--- config.mk ---
export PLATFORM = sky130hd
export DESIGN_NAME = seg7_scan_driver_flat
export DESIGN_NICKNAME = d
export VERILOG_FILES = /design/src/rtl/seg7_scan_driver_pkg.sv /design/src/rtl/seg7_scan_driver_if.sv /design/src/rtl/seg7_scan_driver_hex7seg_decode.sv /design/src/rtl/seg7_scan_driver.sv /design/src/flat_wrapper.sv
export SDC_FILE = /design/constraint.sdc
export NUM_CORES = 1
export LEC_CHECK = 0
export CAP_MARGIN = 20
export CORE_MARGIN = 1
export CORE_UTILIZATION = 45
export DETAILED_ROUTE_END_ITERATION = 8
export PLACE_DENSITY_LB_ADDON = 0.25
export SYNTH_ARGS = -nofsm -noshare
export SYNTH_HDL_FRONTEND = slang
export SYNTH_SLANG_ARGS = --single-unit
--- constraint.sdc ---
create_clock -name GlobalClock -period 6.2 [get_ports GlobalClock]
set_input_delay 0.62 -clock GlobalClock [delete_from_list [all_inputs] [get_ports GlobalClock]]
set_output_delay 0.62 -clock GlobalClock [all_outputs]
set_load 0.01 [all_outputs]
--- src/rtl/seg7_scan_driver_pkg.sv ---
// Shared constants for the multiplexed 8-digit 7-segment scan driver.
package seg7_scan_driver_pkg;

   localparam int NUM_DIGITS = 8;

   // Both SEG and NA are active-low, so all-ones turns everything off.
   localparam logic [7:0] ALL_OFF = 8'hFF;

   // Active-low gfedcba patterns, indexed by nibble value (entry 0 is rightmost).
   localparam logic [15:0][6:0] HEX7_TABLE = {
      7'h0E, 7'h06, 7'h21, 7'h46, 7'h03, 7'h08, 7'h10, 7'h00,
      7'h78, 7'h02, 7'h12, 7'h19, 7'h30, 7'h24, 7'h79, 7'h40
   };

endpackage

--- src/rtl/seg7_scan_driver_if.sv ---
// CPU-side load bus and display pin bus of the 7-segment scan driver.
interface seg7_scan_driver_if;
   logic        load;
   logic [31:0] data_in;
   logic [7:0]  dp_in;
   logic [7:0]  en_in;
   logic [7:0]  SEG;
   logic [7:0]  NA;
   logic        pending;
   logic        frame_done;

   modport master (
      output load, data_in, dp_in, en_in,
      input  SEG, NA, pending, frame_done
   );

   modport slave (
      input  load, data_in, dp_in, en_in,
      output SEG, NA, pending, frame_done
   );
endinterface

--- src/rtl/seg7_scan_driver_hex7seg_decode.sv ---
// Combinational nibble to active-low 7-segment (gfedcba) decoder.
module hex7seg_decode
   import seg7_scan_driver_pkg::*;
(
   input  logic [3:0] nibble,
   output logic [6:0] seg
);
   assign seg = HEX7_TABLE[nibble];
endmodule

--- src/rtl/seg7_scan_driver.sv ---
// Time-multiplexed 8-digit 7-segment driver with shadow/active registers
// committed at frame boundaries and an anode blank window per digit slot.
module seg7_scan_driver
   import seg7_scan_driver_pkg::*;
#(
   parameter int unsigned SCAN_DIV     = 100000,
   parameter int unsigned BLANK_CYCLES = 64
) (
   input  logic               GlobalClock,
   input  logic               RST_N,
   seg7_scan_driver_if.slave  bus
);
   localparam int CNT_W = (SCAN_DIV > 1) ? $clog2(SCAN_DIV) : 1;
   localparam logic [CNT_W-1:0] CNT_LAST = CNT_W'(SCAN_DIV - 1);
   localparam logic [2:0] IDX_LAST = 3'(NUM_DIGITS - 1);

   logic [CNT_W-1:0] cnt_p0;
   logic [2:0]       idx_p0;
   logic [31:0]      shadow_data, active_data;
   logic [7:0]       shadow_dp, active_dp;
   logic [7:0]       shadow_en, active_en;
   logic             pending_q, frame_done_q;
   logic [7:0]       seg_p1, na_p1;

   logic             slot_end, frame_end, blank;
   logic [3:0]       nibble;
   logic [6:0]       seg7;
   logic [7:0]       seg_d, na_d;

   assign slot_end  = (cnt_p0 == CNT_LAST);
   assign frame_end = slot_end && (idx_p0 == IDX_LAST);
   assign blank     = (32'(cnt_p0) < BLANK_CYCLES);
   assign nibble    = active_data[{idx_p0, 2'b00} +: 4];

   hex7seg_decode u_decode (
      .nibble (nibble),
      .seg    (seg7)
   );

   // Stage p0: prescaler, digit index and tear-free commit.
   always_ff @(posedge GlobalClock or negedge RST_N) begin
      if (!RST_N) begin
         cnt_p0       <= '0;
         idx_p0       <= '0;
         shadow_data  <= '0;
         shadow_dp    <= '0;
         shadow_en    <= '0;
         active_data  <= '0;
         active_dp    <= '0;
         active_en    <= '0;
         pending_q    <= 1'b0;
         frame_done_q <= 1'b0;
      end else begin
         cnt_p0       <= slot_end ? '0 : cnt_p0 + 1'b1;
         frame_done_q <= frame_end;
         if (slot_end) idx_p0 <= idx_p0 + 1'b1;
         // Commit reads the pre-load shadow, so a coincident load waits a frame.
         if (frame_end && pending_q) begin
            active_data <= shadow_data;
            active_dp   <= shadow_dp;
            active_en   <= shadow_en;
         end
         if (bus.load) begin
            shadow_data <= bus.data_in;
            shadow_dp   <= bus.dp_in;
            shadow_en   <= bus.en_in;
            pending_q   <= 1'b1;
         end else if (frame_end) begin
            pending_q   <= 1'b0;
         end
      end
   end

   always_comb begin
      na_d  = ALL_OFF;
      seg_d = ALL_OFF;
      if (!blank && active_en[idx_p0]) begin
         na_d  = ~(8'b1 << idx_p0);
         seg_d = {~active_dp[idx_p0], seg7};
      end
   end

   // Stage p1: registered pin outputs.
   always_ff @(posedge GlobalClock or negedge RST_N) begin
      if (!RST_N) begin
         seg_p1 <= ALL_OFF;
         na_p1  <= ALL_OFF;
      end else begin
         seg_p1 <= seg_d;
         na_p1  <= na_d;
      end
   end

   assign bus.SEG        = seg_p1;
   assign bus.NA         = na_p1;
   assign bus.pending    = pending_q;
   assign bus.frame_done = frame_done_q;
endmodule

--- src/flat_wrapper.sv ---
// flat-port wrapper written by rule: the top's interface ports become plain ports
module seg7_scan_driver_flat import seg7_scan_driver_pkg::*;
#(
   parameter int unsigned SCAN_DIV     = 100000,
   parameter int unsigned BLANK_CYCLES = 64
)
  (GlobalClock, RST_N, bus_load, bus_data_in, bus_dp_in, bus_en_in, bus_SEG, bus_NA, bus_pending, bus_frame_done);
  seg7_scan_driver_if bus_i ();
  input  logic GlobalClock;
  input  logic RST_N;
  input wire logic [$bits(bus_i.load)-1:0] bus_load;
  input wire logic [$bits(bus_i.data_in)-1:0] bus_data_in;
  input wire logic [$bits(bus_i.dp_in)-1:0] bus_dp_in;
  input wire logic [$bits(bus_i.en_in)-1:0] bus_en_in;
  output wire logic [$bits(bus_i.SEG)-1:0] bus_SEG;
  output wire logic [$bits(bus_i.NA)-1:0] bus_NA;
  output wire logic [$bits(bus_i.pending)-1:0] bus_pending;
  output wire logic [$bits(bus_i.frame_done)-1:0] bus_frame_done;
  assign bus_i.load = bus_load;
  assign bus_i.data_in = bus_data_in;
  assign bus_i.dp_in = bus_dp_in;
  assign bus_i.en_in = bus_en_in;
  assign bus_SEG = bus_i.SEG;
  assign bus_NA = bus_i.NA;
  assign bus_pending = bus_i.pending;
  assign bus_frame_done = bus_i.frame_done;
  seg7_scan_driver #(.SCAN_DIV(SCAN_DIV), .BLANK_CYCLES(BLANK_CYCLES)) u_core (.GlobalClock(GlobalClock), .RST_N(RST_N), .bus(bus_i));
endmodule
==> results by group, run 1 <==
GRT
  – Tot GR Track Use: 17.4%
  – Number of global-route vias before repair: 3396
  – Gr busiest metal: met2
  – Largest net degree at the start of global routing: 82
  – Gr ovfl total: 0
  – Met2 Use GR: 25.6%
  – GRT met1 Usage: 23.6%
  – GR Util met3: 5.60%
  – Initial antenna violation count: 0
  – First-pass GRT wire length: 17000 um

Placement
  – Routability cong.: around 0.82
  – Post-Place Cells: around 630
  – I/O Buffers: just under 70
  – DP Worst Slack: 3.19 ns
  – DP HPWL: 6830 um

Logic synthesis
  – Share of synthesized registers carrying an async set or reset: 100%
  – Register area share after synthesis: 58.1%
  – FF+latch count, synth: 134
  – Synth area leaders: dfrtp_1 51%, mux2_2 15%, dfstp_2 7.2%, mux2_4 5.2%, mux4_2 3.9%
  – Ys flop type: dfrtp_1
  – Post-synthesis cell count: 402
  – Post-Synthesis Cell Area: between 0.005 and 0.006 mm2
  – Distinct cells, synth: 42
  – Post-synthesis area per instance: 14.4 um2
  – Number of synthesized flops with an enable pin: 0
  – Synth area leader: dfrtp_1
  – Yosys top cell area share: 50.9%
  – Syn. warnings: 0
  – Post-Syn Nets: 466

STA
  – Worst-Margin Slew: 0.936 ns
  – Fin. Hold Viols: 0
  – Clk_skew: ~0.0059 ns
  – Slew Limit Headroom: 37.6%
  – Unrepaired setup endpoints after global routing: no
  – Fmax: between 300 and 400 MHz
  – Hold WS: 0.228 ns
  – Slew Viols, Final: 0
  – Fin crit period: 2.97 ns
  – Final WS setup: 3.23 ns
  – Final setup viols: 0
  – Final period utilization: 48.0%
  – Final TNS setup: 0 ns

Cells and area
  – Layout area overhead: 25.7%
  – Layout cells sized above 1: 33.6%
  – Fill count: 1029
  – Nets: 542
  – # diodes: 0
  – Final cell count without fillers: 663

Floorplanning
  – Rows: 41
  – Core footprint: 0.0126 mm2
  – Die Width: 116 um
  – Die Area: roughly 0.013 mm2
  – Initial core utilization: 46.0%
  – # IOs: 69
  – Die height: 116 um

Run
  – Max_cap viols: 0

Setup path
  – Startpoint Class: flip-flop
  – Max incr delay on CP: roughly 0.96 ns
  – Crit path max fanout: 17
  – CP cell instances: mux4_2 -> mux2i_1 -> inv_1 -> ha_1 -> inv_1 -> nor3_1 -> a211oi_1 -> o21ai_0
  – Critical path endpoint category: flip-flop
  – Critical Path AT: 3.28 ns
  – FF-to-FF setup slack: 3.23 ns
  – Crit-path most repeated cell: inv_1
  – CP bufs+invs: 2
  – Reg2reg start: u_core.idx_p0[0]
  – Slowest CP cell: dfrtp_1
  – Critical path class: flip-flop to flip-flop
  – RR Endpoint: u_core.bus.SEG[3]
  – R2R depth: 8
  – Top delay family on crit path: multiplexers
  – Req. time, crit path: roughly 6.5 ns

Route
  – DR vias: ~3400
  – Final WL: approximately 10000 um
  – Wire per inst: 15.5 um
  – Drt first-iter violations: 122
  – Post-route ant nets: 0
  – Drt pass-1 iters: 4
  – DRC: 0
  – Vias per inst: 5.05

Worst hold path
  – HP Class: primary input to async pin

Clock network
  – Clock Path Buffers: 2
  – CTS tree: yes
  – H-tree Lvls: 4
  – CTS Hold Bufs: 0
  – Inserted Clock Buffers: 17
  – Insertion delay to the later sink of the worst-skew pair: between 0.4 and 0.5 ns
  – # resized after CTS: 0
  – Post-CTS setup buffer count: 0
  – TritonCTS Sinks: 134
  – Clk slew on worst S/H paths: 0.06 ns
  – Root Buffer: clkbuf_16

Pwr
  – Final Power: 2080 uW
  – Pwr dens: 284 mW/mm2
  – P_leak: 0.00330 uW
  – Worst IR Drop VDD: 0.000204 V

Run status
  – Status: finished, final reports clean
[metal layers]
| layer | wire (um) | share of wire, % |
|---|---|---|
| met2 | 4720 | 46 |
| met1 | 4920 | 48 |
| met3 | 443 | 4.3 |
| met5 | 0 | 0 |
| met4 | 163 | 1.6 |
[layout by cell type, fill, tap and decap left out, drive strengths merged, types with 2 or more instances in the layout]
cell and n:
or3 2, dfrtp 118, clkinvlp 2, mux4 10, mux2i 6, clkbuf 20, nand2b 2, bufinv 4
a211oi 2, nand4 6, xnor2 9, o221ai 4, buf 6, nand2 28, clkdlybuf4s50 66, xor2 6
nor3 6, nor4 2, nand3 7, mux2 99, and2 2, and3 2, clkinv 6, inv 10
dfstp 16, nor2b 3, ha 13, o21ai 4, a21oi 5, nor2 15
[worst register-to-register path: stages (launching register included)]
cell and delay [ns]:
dfrtp_1 0.96, mux4_2 0.59, mux2i_1 0.48, inv_1 0.15, ha_1 0.22, inv_1 0.09, nor3_1 0.06, a211oi_1 0.20
o21ai_0 0.10
[state kept, by name, summed over array words and instances, names as in the netlist]
register,flops
u_core.bus.SEG,8
u_core.idx_p0,3
u_core.bus.pending,1
u_core.active_dp,8
u_core.active_data,32
u_core.cnt_p0,17
u_core.shadow_en,8
u_core.active_en,8
u_core.bus.NA,8
u_core.shadow_dp,8
u_core.bus.frame_done,1
u_core.shadow_data,32
[cells in the mapped netlist, types with 2 or more instances]
master,n
or3_1,2
dfrtp_1,118
nand2_1,28
xor2_1,6
ha_1,13
dfstp_2,16
and3_1,2
a21oi_1,5
buf_2,4
clkbuf_1,3
mux2_2,79
nor3_1,5
nand4_1,6
and2_1,2
mux2_4,20
inv_1,9
o221ai_1,4
o21ai_0,4
nor4_1,2
nor2b_1,3
mux2i_1,6
mux4_2,10
buf_1,4
nand3_1,6
nand2b_1,2
xnor2_1,9
buf_6,4
a211oi_1,2
nor2_1,15
[report_power, final]
group	leakage [uW]	switching [uW]	internal [uW]	total (uW)
combinational	0.00130	34.1	58.5	92.6
clock	0.000306	364	693	1060
sequential	0.00169	18.3	907	926
total	0.00330	417	1660	2080
[per-stage QoR]
stage,cell area [um2],utilization [%]
2_1_floorplan,5810,-
6_report,7300,57.8
5_1_grt,7300,57.8
4_1_cts,7250,57.5
3_3_place_gp,6620,52.4
3_5_place_dp,6620,52.4
[worst max-delay path by stage]
stage                                 from                 to  cells past startpoint
after detailed placement  u_core.idx_p0[0]  u_core.bus.SEG[3]                      8
after floorplan           u_core.idx_p0[0]  u_core.bus.SEG[3]                     10
final                     u_core.idx_p0[0]  u_core.bus.SEG[3]                      8
after global routing      u_core.idx_p0[0]  u_core.bus.SEG[3]                      8
after CTS                 u_core.idx_p0[0]  u_core.bus.SEG[3]                      8
after global placement    u_core.idx_p0[0]  u_core.bus.SEG[3]                      8
[cell type report]
type | count | area (um2) | area share, %
repair buffers | 72 | 736 | 10.1
inverters | 10 | 37.5 | 0.514
multi-input cells | 243 | 2300 | 31.6
well taps | 172 | 215 | 2.95
flip-flops and latches | 134 | 3370 | 46.2
clock inverters | 12 | 176 | 2.42
clock buffers | 20 | 457 | 6.26
[cell families after synthesis]
family	after synthesis	share of synthesized area, %
flip-flops	134	58.1
XOR/XNOR	15	2.26
AND/OR/NAND/NOR	77	6.51
buffers and inverters	25	2.22
AO/OA/AOI/OAI	23	2.72
multiplexers	115	25.4
adder cells (fa/ha/maj)	13	2.80
No activity file was read; power rests on OpenSTA's default activity.
==> run 2: changes to the inputs <==
==> constraint.sdc (replaced) <==
create_clock -name GlobalClock -period 2.5 [get_ports GlobalClock]
set_input_delay 0.25 -clock GlobalClock [delete_from_list [all_inputs] [get_ports GlobalClock]]
set_output_delay 0.25 -clock GlobalClock [all_outputs]
set_load 0.01 [all_outputs]
==> results by group, run 2 (synthesis results as in run 1) <==
GRT
  – Tot GR Track Use: 18.3%
  – Largest net degree at the start of global routing: 59
  – Initial antenna violation count: 0
  – Number of global-route vias before repair: approximately 3500
  – First-pass GRT wire length: ~18000 um
  – Gr ovfl total: 0

Setup path
  – Slowest CP cell: mux4_2
  – Critical path endpoint category: flip-flop
  – Top delay family on crit path: multiplexers
  – Req. time, crit path: between 2 and 3 ns
  – CP cell instances: buf_6 -> mux4_2 -> nand2_1 -> nand2_1 -> inv_1 -> ha_1 -> nor3_1 -> a211oi_1 -> o21ai_1
  – Critical Path AT: 2.58 ns
  – Max incr delay on CP: 0.52 ns
  – Crit path max fanout: 12
  – CP Depth: 9
  – FF-to-FF setup slack: ~0.25 ns
  – R2R depth: 9
  – Critical path class: flip-flop to flip-flop
  – Crit-path most repeated cell: nand2_1
  – RR Endpoint: u_core.bus.SEG[3]
  – Reg2reg start: u_core.idx_p0[0]
  – CP bufs+invs: 2
  – Startpoint Class: flip-flop

Floorplanning
  – Die Area: 0.0134 mm2
  – # IOs: ~70
  – Core footprint: 0.0126 mm2
  – Rows: 41
  – Die height: 116 um
  – Initial core utilization: 46.0%
  – Die Width: about 120 um

Route
  – Vias per inst: between 5 and 6
  – Drt pass-1 iters: 4
  – DRC: 0
  – Final WL: 10600 um
  – Post-route ant nets: 0
  – Drt first-iter violations: 143
  – DR vias: 3394
  – Wire per inst: 15.8 um

Run status
  – Status: finished, final reports clean

STA
  – Worst-Margin Slew: 0.650 ns
  – Final setup viols: 0
  – Slew Viols, Final: 0
  – Slew Limit Headroom: 56.7%
  – Fin. Hold Viols: 0
  – Hold WS: 0.335 ns
  – Clk_skew: 0.00728 ns
  – Fin crit period: 2.25 ns
  – Unrepaired setup endpoints after global routing: no
  – Fmax: 445 MHz
  – Final TNS setup: 0 ns
  – Final period utilization: 89.9%

Pwr
  – P_leak: 0.00333 uW
  – Internal: 4000 uW
  – Pwr dens: 680 mW/mm2
  – Logic gate share of total power: around 4.7%
  – Sw power: 995 uW
  – Worst IR Drop VDD: 0.000583 V
  – Clk network pwr share: 49.4%
  – Net Sw Frac: approximately a fifth
  – Sequential power share: 46.0%

Cells and area
  – Largest registers: u_core.active_data: 32 flops, u_core.shadow_data: 32 flops, u_core.cnt_p0: 17 flops
  – Layout area overhead: 26.4%
  – Most common cell after layout, fill and taps aside: dfrtp_1
  – Most frequent cells in the layout: 118 x dfrtp_1, 79 x mux2_2, 66 x clkdlybuf4s50_1
  – Layout cells sized above 1: approximately a third
  – Nets: 549
  – # diodes: 0

Clock network
  – Root Buffer: clkbuf_16
  – Clk slew on worst S/H paths: 0.05 ns
  – Inserted Clock Buffers: 17
  – CTS tree: yes
  – H-tree Lvls: 4
  – TritonCTS Sinks: approximately 130
  – Clock Path Buffers: 2
  – Insertion delay to the later sink of the worst-skew pair: 0.41 ns

Worst hold path
  – HP Class: primary input to async pin

Placement
  – Routability cong.: 0.785
  – DP HPWL: 7480 um
  – I/O Buffers: 68

Run
  – Max_cap viols: 0
-- run 2: cell count changes in the layout (fill, tap and decap cells not counted), sizes merged --
cell	before	now
buf	6	12
bufinv	4	2
clkbuf	20	25
clkinv	6	3
clkinvlp	2	1
dlygate4sd3	0	1
inv	10	11
-- run 2: power by group through the flow --
stage,clock (uW),sequential (uW),combinational [uW]
final,2460,2290,232
after global routing,2630,2300,256
after CTS,2530,2290,240
after detailed placement,0,2330,238
after global placement,0,2330,232
after floorplan,0,2310,94.8
-- run 2: routing by layer --
metal	vias to the layer above	global-route usage [%]	share of wire, %	wire, um
li1	1599	-	-	-
met1	1709	25.6	47	5000
met2	74	26.9	47	4990
met3	12	6.07	4.6	491
met4	0	5.97	1.1	119
met5	-	0	0	0
-- run 2: stage by stage --
step                      worst slack, ns  instances  total power (uW)  utilization, %  area [um2]
after floorplan                    0.0817        402              2410               -        5810
after global placement              0.338        637              2560            53.3        6730
after detailed placement            0.156        637              2570            53.3        6730
after CTS                           0.138        670              5070            58.1        7340
after global routing               0.0704        670              5190            58.2        7340
final                               0.253        670              4990            58.2        7340
-- run 2: layout make-up --
type / count / area (um2)
clock buffers: 25 / 505
clock inverters: 7 / 91.3
fillers: 1052 / 5280
inverters: 10 / 37.5
multi-input cells: 243 / 2300
flip-flops and latches: 134 / 3370
well taps: 172 / 215
repair buffers: 79 / 812
-- run 2: timing repair --
item	4_1_cts	5_1_grt
resized for setup	0	2
buffers inserted	0	0
endpoints found under the setup margin	0	1
endpoints found under the hold margin	27	0
hold buffers	1	0
-- run 2: how the worst max path moves through the flow --
| stage | end | startpoint | slack, ns |
|---|---|---|---|
| final | u_core.bus.SEG[3] | u_core.idx_p0[0] | 0.25 |
| after global routing | u_core.bus.SEG[3] | u_core.idx_p0[0] | 0.07 |
| after CTS | u_core.bus.SEG[3] | u_core.idx_p0[0] | 0.14 |
| after detailed placement | u_core.bus.SEG[3] | u_core.idx_p0[0] | 0.16 |
| after global placement | u_core.bus.SEG[3] | u_core.idx_p0[0] | 0.34 |
| after floorplan | u_core.bus.SEG[3] | u_core.idx_p0[0] | 0.08 |
==> run 3: changes to the inputs <==
--- a/config.mk
+++ b/config.mk
@@ -10,6 +10,7 @@
 export CORE_UTILIZATION = 45
 export DETAILED_ROUTE_END_ITERATION = 8
 export PLACE_DENSITY_LB_ADDON = 0.25
+export REMOVE_ABC_BUFFERS = 1
 export SYNTH_ARGS = -nofsm -noshare
 export SYNTH_HDL_FRONTEND = slang
 export SYNTH_SLANG_ARGS = --single-unit
==> results by group, run 3 (synthesis results as in run 1) <==
Pwr
  – Sequential power share: between 40% and 50%
  – Worst IR Drop VDD: 0.000464 V
  – Internal: 4000 uW
  – P_leak: 0.00332 uW
  – Logic gate share of total power: 4.6%
  – Sw power: 983 uW
  – Clk network pwr share: between 40 and 50%
  – Net Sw Frac: between 10% and 20%
  – Pwr dens: around 680 mW/mm2

STA
  – Clk_skew: 0.00620 ns
  – Worst-Margin Slew: 0.673 ns
  – Fin crit period: 2.34 ns
  – Slew Limit Headroom: 55.1%
  – Final WS setup: ~0.16 ns
  – Unrepaired setup endpoints after global routing: no
  – Final period utilization: 93.7%
  – Fmax: approximately 430 MHz
  – Final setup viols: 0
  – Slew Viols, Final: 0
  – Fin. Hold Viols: 0

Setup path
  – Crit path to: u_core.bus.SEG[0]
  – Crit path max fanout: 8
  – R2R depth: 6
  – Req. time, crit path: 2.80 ns
  – Critical path endpoint category: flip-flop
  – Startpoint Class: flip-flop
  – FF-to-FF setup slack: 0.16 ns
  – Reg2reg start: u_core.idx_p0[0]
  – Critical path class: flip-flop to flip-flop
  – RR Endpoint: u_core.bus.SEG[0]
  – Critical Path AT: 2.64 ns
  – Critical Path Start: u_core.idx_p0[0]

Floorplanning
  – Die Width: 116 um
  – Core footprint: approximately 0.013 mm2
  – Initial core utilization: ~46%
  – Die height: 116 um
  – # IOs: 69
  – Die Area: 0.0134 mm2
  – Rows: 41

Cells and area
  – # diodes: 0
  – Largest registers: u_core.active_data: 32 flops, u_core.shadow_data: 32 flops, u_core.cnt_p0: 17 flops
  – Layout area overhead: 25.9%
  – Most common cell after layout, fill and taps aside: dfrtp_1
  – Most frequent cells in the layout: 118 x dfrtp_1, 79 x mux2_2, 66 x clkdlybuf4s50_1
  – Design area: 0.00731 mm2
  – Layout cells sized above 1: 34.1%
  – Final cell count without fillers: 671
  – Nets: 550

Clock network
  – Root Buffer: clkbuf_16
  – TritonCTS Sinks: 134
  – Insertion delay to the later sink of the worst-skew pair: 0.41 ns
  – Inserted Clock Buffers: 17
  – # resized after CTS: 0
  – H-tree Lvls: 4
  – Clock Path Buffers: 2
  – Clk slew on worst S/H paths: around 0.060 ns
  – Post-CTS setup buffer count: 0
  – CTS tree: yes
  – CTS Hold Bufs: 1

Placement
  – I/O Buffers: 68
  – Routability cong.: around 0.82
  – DP HPWL: 7280 um
  – DP Worst Slack: between 0.2 and 0.25 ns
  – Post-Place Cells: 638
  – Placed cell area: 0.00671 mm2

Route
  – Drt first-iter violations: 119
  – Final WL: 10200 um
  – DR vias: 3399
  – Wire per inst: between 15 and 20 um
  – Vias per inst: ~5.1
  – Post-route ant nets: 0
  – Drt pass-1 iters: 4
  – DRC: 0

GRT
  – Number of global-route vias before repair: 3460
  – Initial antenna violation count: 0
  – Largest net degree at the start of global routing: between 50 and 60
  – Gr ovfl total: 0
  – First-pass GRT wire length: ~17000 um
  – Tot GR Track Use: 17.3%

Run
  – Max_cap viols: 0

Run status
  – Status: finished, final reports clean

Worst hold path
  – HP Class: primary input to flip-flop
[run 3: critical path, stage by stage (launching register included)]
cell and delay, ns:
dfrtp_1 0.56, buf_4 0.25, mux4_2 0.51, mux2i_1 0.32, o21ai_0 0.28, a21oi_1 0.20
o31ai_1 0.09
[run 3: how the worst min path moves through the flow]
stage	start	endpoint	slack, ns	cells past startpoint
2_1_floorplan	RST_N	u_core.active_data[0]	-0.05	0
3_5_place_dp	RST_N	u_core.shadow_data[18]	0.30	1
6_report	bus_load	u_core.shadow_data[27]	0.36	2
5_1_grt	bus_load	u_core.shadow_data[11]	0.37	2
4_1_cts	bus_load	u_core.shadow_data[19]	0.35	2
3_3_place_gp	RST_N	u_core.shadow_data[10]	0.30	1
[run 3: per-stage QoR]
stage,power [uW],hold WS [ns],setup TNS (ns),utilization [%]
floorplan,2400,-0.0456,-15.73,-
global placement,2560,0.297,0,53.2
detailed placement,2570,0.302,0,53.2
CTS,5050,0.347,0,58.0
global route,5180,0.367,0,58.0
finish,4990,0.362,0,58.0
[run 3: power by group through the flow]
stage	combinational [uW]	sequential (uW)	clock, uW
after detailed placement	234	2330	0
after global placement	228	2330	0
after CTS	235	2290	2520
after global routing	252	2300	2620
final	228	2290	2470
after floorplan	83.6	2310	0
[run 3: layout make-up]
class / instances / area, um2
clock buffers: 22 / 464
clock inverters: 10 / 128
inverters: 10 / 37.5
repair buffers: 80 / 791
well taps: 172 / 215
flip-flops and latches: 134 / 3370
fillers: 1053 / 5310
multi-input cells: 243 / 2300
[run 3: routing by layer]
layer | GRT usage, % | vias to the layer above | wire, um
met3 | 4.55 | 19 | 399
met5 | 0 | - | 0
met2 | 25.5 | 75 | 4720
met1 | 23.7 | 1699 | 4850
li1 | - | 1606 | -
met4 | 8.74 | 0 | 250
==> variant, RTL diff (settings of run 2) <==
`SCAN_DIV` is set to 100000 in 2 places; all go to 50000.
--- a/src/rtl/seg7_scan_driver.sv
+++ b/src/rtl/seg7_scan_driver.sv
@@ -3,7 +3,7 @@
 module seg7_scan_driver
    import seg7_scan_driver_pkg::*;
 #(
-   parameter int unsigned SCAN_DIV     = 100000,
+   parameter int unsigned SCAN_DIV     = 50000,
    parameter int unsigned BLANK_CYCLES = 64
 ) (
    input  logic               GlobalClock,
--- a/src/flat_wrapper.sv
+++ b/src/flat_wrapper.sv
@@ -1,7 +1,7 @@
 // flat-port wrapper written by rule: the top's interface ports become plain ports
 module seg7_scan_driver_flat import seg7_scan_driver_pkg::*;
 #(
-   parameter int unsigned SCAN_DIV     = 100000,
+   parameter int unsigned SCAN_DIV     = 50000,
    parameter int unsigned BLANK_CYCLES = 64
 )
   (GlobalClock, RST_N, bus_load, bus_data_in, bus_dp_in, bus_en_in, bus_SEG, bus_NA, bus_pending, bus_frame_done);
Behaviour: same outputs for any inputs over 10 cycles, from zero or initial values and one cycle with RST_N low; that may be too few to reach the edited logic, so the function may still have changed.
==> variant against run 2 <==
  * Power increased by 6.0%
  * Sequential cell count shrank 1
  * Clock power grew 13%
  * Routed wire length is 1.8% lower
  * Design area rose by 0.56%
  * Synthesized area down 0.24%
  * First-iteration DRC count grew 16%
  * Worst setup slack worse by 57 ps
==> variant: results (changes against run 2) <==
metric	value	unit	change
irDropWorstVdd	0.487	mV	-16%
wl_met1	4.84	mm	-3.2%
grt_pass1_vias	3584		+1.7%
wl	10.4	mm	-1.8%
track_usage	18.3	%	+0.046 points
synth_compound_area_share	2.89	%	+0.18 points
synth_commonest_cells	dfrtp_1 (117), mux2_2 (79), nand2_1 (25)		
grt_max_degree	50		-15%
critPathArrivalTime	2630	ps	+50 ps
route.met2.wl	4.83	mm	-3.2%
place.gp.congestion	0.800		+1.9%
ys_seq_area_share	57.8	%	-0.29 points
syn_nets	465		-0.21%
drive_above_1_share	34.3	%	+0.34 points
wl_met3	509	µm	+3.7%
status	complete, no violations		
p_sw	1.02	mW	+2.4%
fin_cells	665		-0.75%
grt_pass1_wl	18.1	mm	+0.38%
nFillCells	998		-5.1%
tightest_slew	624	ps	-26.3 ps
final_area	7380	µm²	+0.56%
synthAdderAreaFrac	2.81	%	+0.0067 points
yosysUniqueCellTypes	44		+4.8%
avgSynthCellArea	14.4	µm²	about the same
yosys.area_share.xor_xnor	1.97	%	-0.30 points
grt.met3_usage	5.91	%	-0.16 points
[variant: changes by cell type after synthesis, moves of 2 or more]
cell / change
nand4_1: -3
nor2_1: -3
and2_1: -2
nand2_1: -3
nand3b_1: +2
nand4b_1: +2
nand3_1: +3
[variant: final timing paths]
| kind | start | endpoint | slack [ps] | cells past startpoint |
|---|---|---|---|---|
| worst min-delay path | RST_N | u_core.cnt_p0[11]$_DFF_PN0_ | 390 | 2 |
| min in group GlobalClock | bus_dp_in[3] | u_core.shadow_dp[3]$_DFFE_PN0P_ | 440 | 2 |
| max in group asynchronous | RST_N | u_core.bus.SEG[6]$_DFF_PN1_ | 1410 | 3 |
| worst min register to register | u_core.cnt_p0[0]$_DFF_PN0_ | u_core.cnt_p0[0]$_DFF_PN0_ | 480 | 1 |
| worst max-delay path | u_core.idx_p0[0]$_DFFE_PN0N_ | u_core.bus.SEG[3]$_DFF_PN1_ | 200 | 9 |
| worst max register to register | u_core.idx_p0[0]$_DFFE_PN0N_ | u_core.bus.SEG[3]$_DFF_PN1_ | 200 | 9 |
[variant: power groups by stage]
stage | Clock [mW] | Combinational (mW) | Sequential [mW]
2_1_floorplan | 0 | 0.0946 | 2.30
3_3_place_gp | 0 | 0.230 | 2.31
3_5_place_dp | 0 | 0.238 | 2.32
4_1_cts | 2.84 | 0.239 | 2.28
5_1_grt | 2.95 | 0.258 | 2.29
6_report | 2.78 | 0.232 | 2.28
[variant: final cells by class]
class                           instances  area share, %
Sequential cell                       133           45.4
Multi-Input combinational cell        241           31.3
Timing Repair Buffer                   78           10.8
Clock buffer                           19           6.00
Clock inverter                         12           3.05
Tap cell                              172           2.92
Inverter                               10          0.509
